$ cat config.mk
export PLATFORM = sky130hd
export DESIGN_NAME = control_registros_rtc
export DESIGN_NICKNAME = d
export VERILOG_FILES = /design/src/rtl/control_registros_rtc.sv
export SDC_FILE = /design/constraint.sdc
export NUM_CORES = 1
export LEC_CHECK = 0
export BUFFER_PORTS_ARGS = -buffer_cell sky130_fd_sc_hd__buf_2
export CAP_MARGIN = 20
export CORE_ASPECT_RATIO = 0.9
export CORE_MARGIN = 2
export CORE_UTILIZATION = 45
export DETAILED_ROUTE_END_ITERATION = 6
export GPL_ROUTABILITY_DRIVEN = 0
export PLACE_DENSITY = 0.67
export SYNTH_ARGS = -nofsm -noshare
export SYNTH_HDL_FRONTEND = slang
export SYNTH_SLANG_ARGS = --single-unit
$ cat constraint.sdc
create_clock -name clk -period 3.14 [get_ports clk]
set_input_delay 0.471 -clock clk [delete_from_list [all_inputs] [get_ports clk]]
set_output_delay 0.471 -clock clk [all_outputs]
set_load 0.03 [all_outputs]
$ cat src/rtl/control_registros_rtc.sv
// control_registros_rtc: sequences transfers between the RTC bus interface
// and the nine VGA display registers. It runs a periodic read scan of all
// RTC registers and serves user write requests, which take priority.
//
// Ports:
//   clk, reset              clock, synchronous active-high reset
//   start_wr, wr_data       user write request and edited value for wr_index
//   rd_data, bus_ack        RTC read data and one-cycle completion pulse
//   bus_req, bus_rw,        transfer request, 1=read/0=write, register
//   bus_addr, bus_wdata     address and write data to the RTC bus interface
//   wr_index                index (0..8) of the register being written
//   dseg, load_en           data bus and one-hot enables for display registers
//   EN, ACT                 read-load / write-load strobes
//   seleccion               0 = read scan, 1 = write sequence
//   busy, timeout_err       not idle; sticky bus-timeout flag
module control_registros_rtc #(
  parameter int unsigned REFRESH_CYCLES = 1_000_000,
  parameter int unsigned TIMEOUT_CYCLES = 255
) (
  input  logic       clk,
  input  logic       reset,
  input  logic       start_wr,
  input  logic [7:0] wr_data,
  input  logic [7:0] rd_data,
  input  logic       bus_ack,
  output logic       bus_req,
  output logic       bus_rw,
  output logic [7:0] bus_addr,
  output logic [7:0] bus_wdata,
  output logic [3:0] wr_index,
  output logic [7:0] dseg,
  output logic [8:0] load_en,
  output logic       EN,
  output logic       ACT,
  output logic       seleccion,
  output logic       busy,
  output logic       timeout_err
);

  localparam int unsigned RW = $clog2(REFRESH_CYCLES);
  localparam int unsigned TW = $clog2(TIMEOUT_CYCLES + 1) + 1;

  typedef enum logic [2:0] {S_IDLE, S_REQ, S_WAIT, S_LOAD, S_NEXT} state_t;

  // RTC register address for each display index
  function automatic logic [7:0] addr_of(input logic [3:0] i);
    case (i)
      4'd0:    addr_of = 8'h21;
      4'd1:    addr_of = 8'h22;
      4'd2:    addr_of = 8'h23;
      4'd3:    addr_of = 8'h24;
      4'd4:    addr_of = 8'h25;
      4'd5:    addr_of = 8'h26;
      4'd6:    addr_of = 8'h41;
      4'd7:    addr_of = 8'h42;
      default: addr_of = 8'h43;
    endcase
  endfunction

  state_t        state, state_nx;
  logic [RW-1:0] refresh_cnt, refresh_nx;
  logic [TW-1:0] wait_cnt, wait_nx;
  logic [3:0]    idx, idx_nx;
  logic          pending, pending_nx;
  logic          req_nx, rw_nx, en_nx, act_nx, sel_nx, busy_nx, terr_nx;
  logic [7:0]    addr_nx, wdata_nx, dseg_nx;
  logic [3:0]    widx_nx;
  logic [8:0]    load_nx;

  // State and registered outputs
  always_ff @(posedge clk) begin
    if (reset) begin
      state       <= S_IDLE;
      refresh_cnt <= '0;
      wait_cnt    <= '0;
      idx         <= '0;
      pending     <= 1'b0;
      bus_req     <= 1'b0;
      bus_rw      <= 1'b0;
      bus_addr    <= '0;
      bus_wdata   <= '0;
      wr_index    <= '0;
      dseg        <= '0;
      load_en     <= '0;
      EN          <= 1'b0;
      ACT         <= 1'b0;
      seleccion   <= 1'b0;
      busy        <= 1'b0;
      timeout_err <= 1'b0;
    end else begin
      state       <= state_nx;
      refresh_cnt <= refresh_nx;
      wait_cnt    <= wait_nx;
      idx         <= idx_nx;
      pending     <= pending_nx;
      bus_req     <= req_nx;
      bus_rw      <= rw_nx;
      bus_addr    <= addr_nx;
      bus_wdata   <= wdata_nx;
      wr_index    <= widx_nx;
      dseg        <= dseg_nx;
      load_en     <= load_nx;
      EN          <= en_nx;
      ACT         <= act_nx;
      seleccion   <= sel_nx;
      busy        <= busy_nx;
      timeout_err <= terr_nx;
    end
  end

  // Next-state and next-output logic
  always_comb begin
    state_nx   = state;
    refresh_nx = refresh_cnt;
    wait_nx    = wait_cnt;
    idx_nx     = idx;
    pending_nx = pending;
    req_nx     = bus_req;
    rw_nx      = bus_rw;
    addr_nx    = bus_addr;
    wdata_nx   = bus_wdata;
    widx_nx    = wr_index;
    dseg_nx    = dseg;
    load_nx    = '0;
    en_nx      = 1'b0;
    act_nx     = 1'b0;
    sel_nx     = seleccion;
    terr_nx    = timeout_err;

    // A write request during a read scan is remembered; during a write it is dropped
    if (state != S_IDLE && start_wr && !seleccion) pending_nx = 1'b1;

    case (state)
      S_IDLE: begin
        refresh_nx = refresh_cnt + RW'(1);
        if (start_wr || pending) begin
          state_nx   = S_REQ;
          sel_nx     = 1'b1;
          idx_nx     = '0;
          pending_nx = 1'b0;
          refresh_nx = '0;
          terr_nx    = 1'b0;
        end else if (refresh_cnt == RW'(REFRESH_CYCLES - 1)) begin
          state_nx   = S_REQ;
          sel_nx     = 1'b0;
          idx_nx     = '0;
          refresh_nx = '0;
          terr_nx    = 1'b0;
        end
      end
      S_REQ: begin
        req_nx  = 1'b1;
        rw_nx   = ~seleccion;
        addr_nx = addr_of(idx);
        if (seleccion) begin
          wdata_nx = wr_data;
          widx_nx  = idx;
        end
        wait_nx  = '0;
        state_nx = S_WAIT;
      end
      S_WAIT: begin
        if (bus_ack) begin
          req_nx   = 1'b0;
          dseg_nx  = seleccion ? bus_wdata : rd_data;
          load_nx  = 9'(1) << idx;
          en_nx    = ~seleccion;
          act_nx   = seleccion;
          state_nx = S_LOAD;
        end else if (wait_cnt >= TW'(TIMEOUT_CYCLES)) begin
          req_nx   = 1'b0;
          terr_nx  = 1'b1;
          state_nx = S_NEXT;
        end else begin
          wait_nx = wait_cnt + TW'(1);
        end
      end
      S_LOAD: state_nx = S_NEXT;
      S_NEXT: begin
        if (idx == 4'd8) begin
          state_nx = S_IDLE;
        end else begin
          idx_nx   = idx + 4'd1;
          state_nx = S_REQ;
        end
      end
      default: state_nx = S_IDLE;
    endcase

    busy_nx = (state_nx != S_IDLE);
  end

endmodule

### Word-level counts from Yosys, hierarchy flattened

Memory sizes are Yosys's and may differ from the RTL's. A register that Yosys moved wholly into a read port is not among the register bits.
Cells that the tools add are included.

| operators by class | value |
|---|---|
| shift operators | 1 |
| bitwise gates (word level) | 3 |
| equality and inequality tests | 12 |
| reductions and logical operators | 19 |
| magnitude comparators | 1 |
| $add $sub $neg | 3 |
| multiplexer cells | 31 |

Operators with widths:

| cell | count |
|---|---|
| $mux 20 | 2 |
| $add 20x1->20 const B | 1 |
| $eq 20x20->1 const B | 1 |
| $mux 3 | 6 |
| $mux 9 | 2 |
| $pmux 9 s2 | 1 |
| $mux 8 | 2 |
| $pmux 3 s5 | 1 |
| $mux 4 | 3 |
| $mux 1 | 11 |
| $add 9x1->9 const B | 1 |
| $ge 9x8->1 const B | 1 |
| $shl 1x4->9 const A | 1 |
| $ne 2x2->1 const B | 4 |
| $pmux 4 s2 | 1 |
| $reduce_and 2->1 | 4 |
| $reduce_bool 2->1 | 4 |
| $eq 3x2->1 const B | 2 |
| $ne 3x3->1 const B | 2 |
| $reduce_and 3->1 | 2 |
| $reduce_bool 3->1 | 2 |
| $add 4x1->4 const B | 1 |
| $eq 4x4->1 const B | 1 |
| $pmux 1 s2 | 2 |
| other kinds (9) | 12 |

| storage, ports and cells | value |
|---|---|
| logic and storage cells | 88 |
| memories kept | 1 |
| memory bits (read-only) | 40 |
| register bits after elaboration | 81 |
| input bits | 20 |
| output and inout bits | 44 |

Memory list:

| name | depth | bits a word | read ports | clocked after Yosys merged registers in | write ports | RTL line | source |
|---|---|---|---|---|---|---|---|
| (name not given) | 8 | 5 | 1 | 1 | 0 | 47 | `case (i)` |

### Depth between registers and ports, before layout

| depth | value |
|---|---|
| word-level depth | 6 |
| gate-level depth with buffers | 9 |
| mapped depth without buffers | 9 |

### Worst setup path after synthesis

OpenSTA, ideal clock, no wires.

| timing path | value |
|---|---|
| path type | flip-flop to flip-flop |
| from | register refresh_cnt[0] |
| to | register (tool-made name) |
| clock period less this slack | 2.424 ns |
| cell stages (with the launch flop) | 9 |
| required time | 3.019 ns |
| setup slack | 0.716 ns |
| arrival | 2.303 ns |
| library setup time | 0.121 ns |
| cell sequence | dfxtp_1 -> ha_1 -> and3_1 -> and3_1 -> buf_4 -> a2111oi_0 -> o21ba_2 -> ha_1 -> mux2_4 |

RTL lines:

| what | RTL line | source |
|---|---|---|
| start, declared | 61 | `logic [RW-1:0] refresh_cnt, refresh_nx;` |
| start signal, assigned | 92 | `refresh_cnt <= refresh_nx;` |

==> summary.md <==
| Metric | Value |
|---|---|
| Hold buffer count at CTS | 0 |
| CP max FO | 8 |
| Relative max-transition margin | 45.4% |
| Die area | 0.00873 mm2 |
| Fmax | 380 MHz |
| Routed Wire Length | 7890 um |
| PortBufs | 60 |
| Critical Path RT | 3380 ps |
| DR iter-0 viols | 160 |
| Kind of critical path | reg -> reg |
| Commonest cells in the netlist | 83 x dfxtp_1, 56 x nor2_1, 52 x nand2_1, 32 x a21oi_1, 16 x nor3_1 |
| Status | finished clean |
| Power per cell area | 535 mW/mm2 |
| Synth top area share | 46.2% |
| IO Count | 64 |
| Initial Utilization | 47.0% |
| CTS tree | yes |
| Core Region | 0.00766 mm2 |
| Via density | 5.30 |
| Peak supply drop | 0.199 mV |
| Post-CTS sizing | 0 |
| Num CTS Buffers | 9 |
| Pre-antenna DRT Iters | 4 |
| Post-CTS setup buffer count | 0 |
| Largest net degree at the start of global routing | 32 |
| CP startpoint | refresh_cnt[0] |
| Number of remaining DRC errors | 0 |
| Total number of vias | 3010 |
| Hold path start | wr_data[0] |
| First-pass GRT wire length | 13300 um |
| Worst Tran Pin Value | 799 ps |
| Final setup skew | 4.74 ps |
| Critical path arrival | 2870 ps |
| Hpwl dp | 5500 um |
| Top Metal Used | met4 |
| Total grt overflow | 0 |
| Switching pwr | 0.000582 W |
| Seq cells post-synth | 83 |
| Routed WL per cell | 13.9 um |
| # H-tree levels | 3 |
| Synth cell types | 50 |
| Slew Limit Fails | 0 |
| Antenna viol nets, final | 0 |
| Fin nets | 495 |
| Internal | 0.00164 W |
| Clock sink count | 83 |
| Largest cells by area after synthesis | dfxtp_1 46%, nor2_1 5.8%, nand2_1 5.4% |
| Worst slack, placed | 535 ps |
| M1 WL | 3960 um |
| Synth Instances | 412 |
| Die H | 88.8 um |
| Final min period | 2630 ps |
| Yosys Warn Count | 0 |
| Period Utilization, post-route | 83.7% |
| Endpoints failing setup | 0 |
| Sw frac | 26.1% |
| Critical path endpoint category | flip-flop |
| CP Launch Type | flip-flop |
| Area leader, netlist | dfxtp_1 |
| Post-synthesis sequential area ratio | 46.2% |
| Worst-path clk slew | 80 ps |
| Leak | 1.60 nW |
| Worst setup margin | 511 ps |
| Fin area | 0.00416 mm2 |
| ANT cells | 0 |
| CTS Buffer Depth | 2 |
| Max-Cap Viols | 0 |
| Layout cell share with drive strength beyond 1 | 19.7% |
| Synth Flop Type | dfxtp_1 |
| Worst Hold Class | in -> reg |
| Root Buffer | clkbuf_8 |
| Worst-skew pair later-pin latency | 350 ps |
| FFs w/ async S/R, synth | 0% |
| Area after DPL | 0.00394 mm2 |
| Layout area overhead | 15.7% |
| Met2 WL post-DR | 3390 um |
| Synthesized cell area | 0.00360 mm2 |
| TNS Setup | 0 ps |
| Vias in the first global route | 2794 |
| Count leader, synth | dfxtp_1 |
| Met3 wire length | 439 um |
| Final Hold Viols | 0 |
| Initial antenna violation count | 0 |
| GRT Total Usage | 18.9% |
| Clock power frac | 37.8% |
| RSZ-0062 raised after global routing | false |
| Die width | 98.2 um |
| Row cnt | 30 |
| Syn avg cell area | 8.73 um2 |
| Portion of total power attributed to combinational logic | 12.4% |
| Post-synth EDFFs | 0 |
| Worst r2r src | refresh_cnt[0] |
| Reg power frac | 49.7% |
-- cells by family after synthesis --
logic type / count (synthesis) / synth area share (%)
fa+ha+maj: 8 / 2.78
mux: 10 / 3.06
buf+inv: 29 / 3.97
compound gates: 67 / 11.9
xor+xnor: 19 / 4.63
simple gates: 195 / 27.3
flops: 83 / 46.2
other cells: 1 / 0.104
-- layout make-up --
type                       instances  area (um2)
clock buffer                      12         145
clock inverter                     4        73.8
fill                             712        3500
inverter                           6        22.5
multi-input combinational        302        1800
sequential                        83        1660
tap                               96         120
timing repair buffer              65         338
-- registers in the layout, indices dropped and copies added, names as in the netlist, 3 cells and up, named ones only --
register and flops:
refresh_cnt 20, load_en 9, wait_cnt 9, bus_wdata 8, dseg 8, bus_addr 5, idx 4, wr_index 4
state 3
-- path summary, 6_finish.rpt --
check | to | slack, ps | cells past startpoint
worst min-delay path | bus_wdata[0] | 360 | 3
worst min register to register | bus_addr[2] | 470 | 2
worst max-delay path | flip-flop | 510 | 7
worst max register to register | flip-flop | 510 | 7
-- per-stage QoR --
step           util [%]  instances  power (W)  hold WS (ps)
4_1_cts            54.3        568    0.00225           346
3_3_place_gp       51.5        552    0.00141           442
6_report           54.3        568    0.00223           358
2_1_floorplan         -        414    0.00134           444
5_1_grt            54.3        568    0.00232           362
3_5_place_dp       51.5        552    0.00141           448
-- placed cells by master, fill, tap and decap left out, types with 2 or more instances in the layout --
| master | count |
|---|---|
| nand4b_1 | 3 |
| mux2i_1 | 8 |
| nor4_1 | 6 |
| xnor2_1 | 12 |
| mux2_4 | 2 |
| conb_1 | 3 |
| nor3_1 | 16 |
| nand2b_1 | 3 |
| a31oi_1 | 2 |
| nand2_1 | 52 |
| and3_1 | 4 |
| clkbuf_8 | 10 |
| nor2_1 | 56 |
| a211oi_1 | 9 |
| bufinv_16 | 2 |
| a21oi_1 | 32 |
| ha_1 | 8 |
| inv_1 | 6 |
| and4_1 | 2 |
| nand3b_1 | 4 |
| nand4_1 | 6 |
| nor3b_1 | 5 |
| clkbuf_1 | 2 |
| nor2b_1 | 4 |
| o21ai_0 | 8 |
| buf_4 | 5 |
| and2_1 | 11 |
| xor2_1 | 7 |
| or3_1 | 2 |
| nand3_1 | 12 |
| buf_2 | 60 |
| o21ba_2 | 3 |
| o21a_1 | 5 |
| dfxtp_1 | 83 |
-- worst max-delay path: stages (launching register included) --
cell	delay [ps]
dfxtp_1	340
ha_1	220
and3_1	210
and3_1	270
a2111oi_0	720
o21ba_2	250
ha_1	240
mux2_4	260
-- metal layers --
layer,GRT usage (%),vias up
met3,4.66,9
met1,25.8,1392
li1,-,1528
met4,5.48,0
met2,30.1,81
met5,0,-
-- power by group through the flow --
stage / clock network (W) / registers [W] / logic (W)
2_1_floorplan: 0 / 0.00118 / 0.000160
3_3_place_gp: 0 / 0.00113 / 0.000276
3_5_place_dp: 0 / 0.00113 / 0.000277
4_1_cts: 0.000862 / 0.00111 / 0.000277
5_1_grt: 0.000907 / 0.00111 / 0.000304
6_report: 0.000842 / 0.00111 / 0.000277
Note: power is estimated with default switching activity, not from simulation.
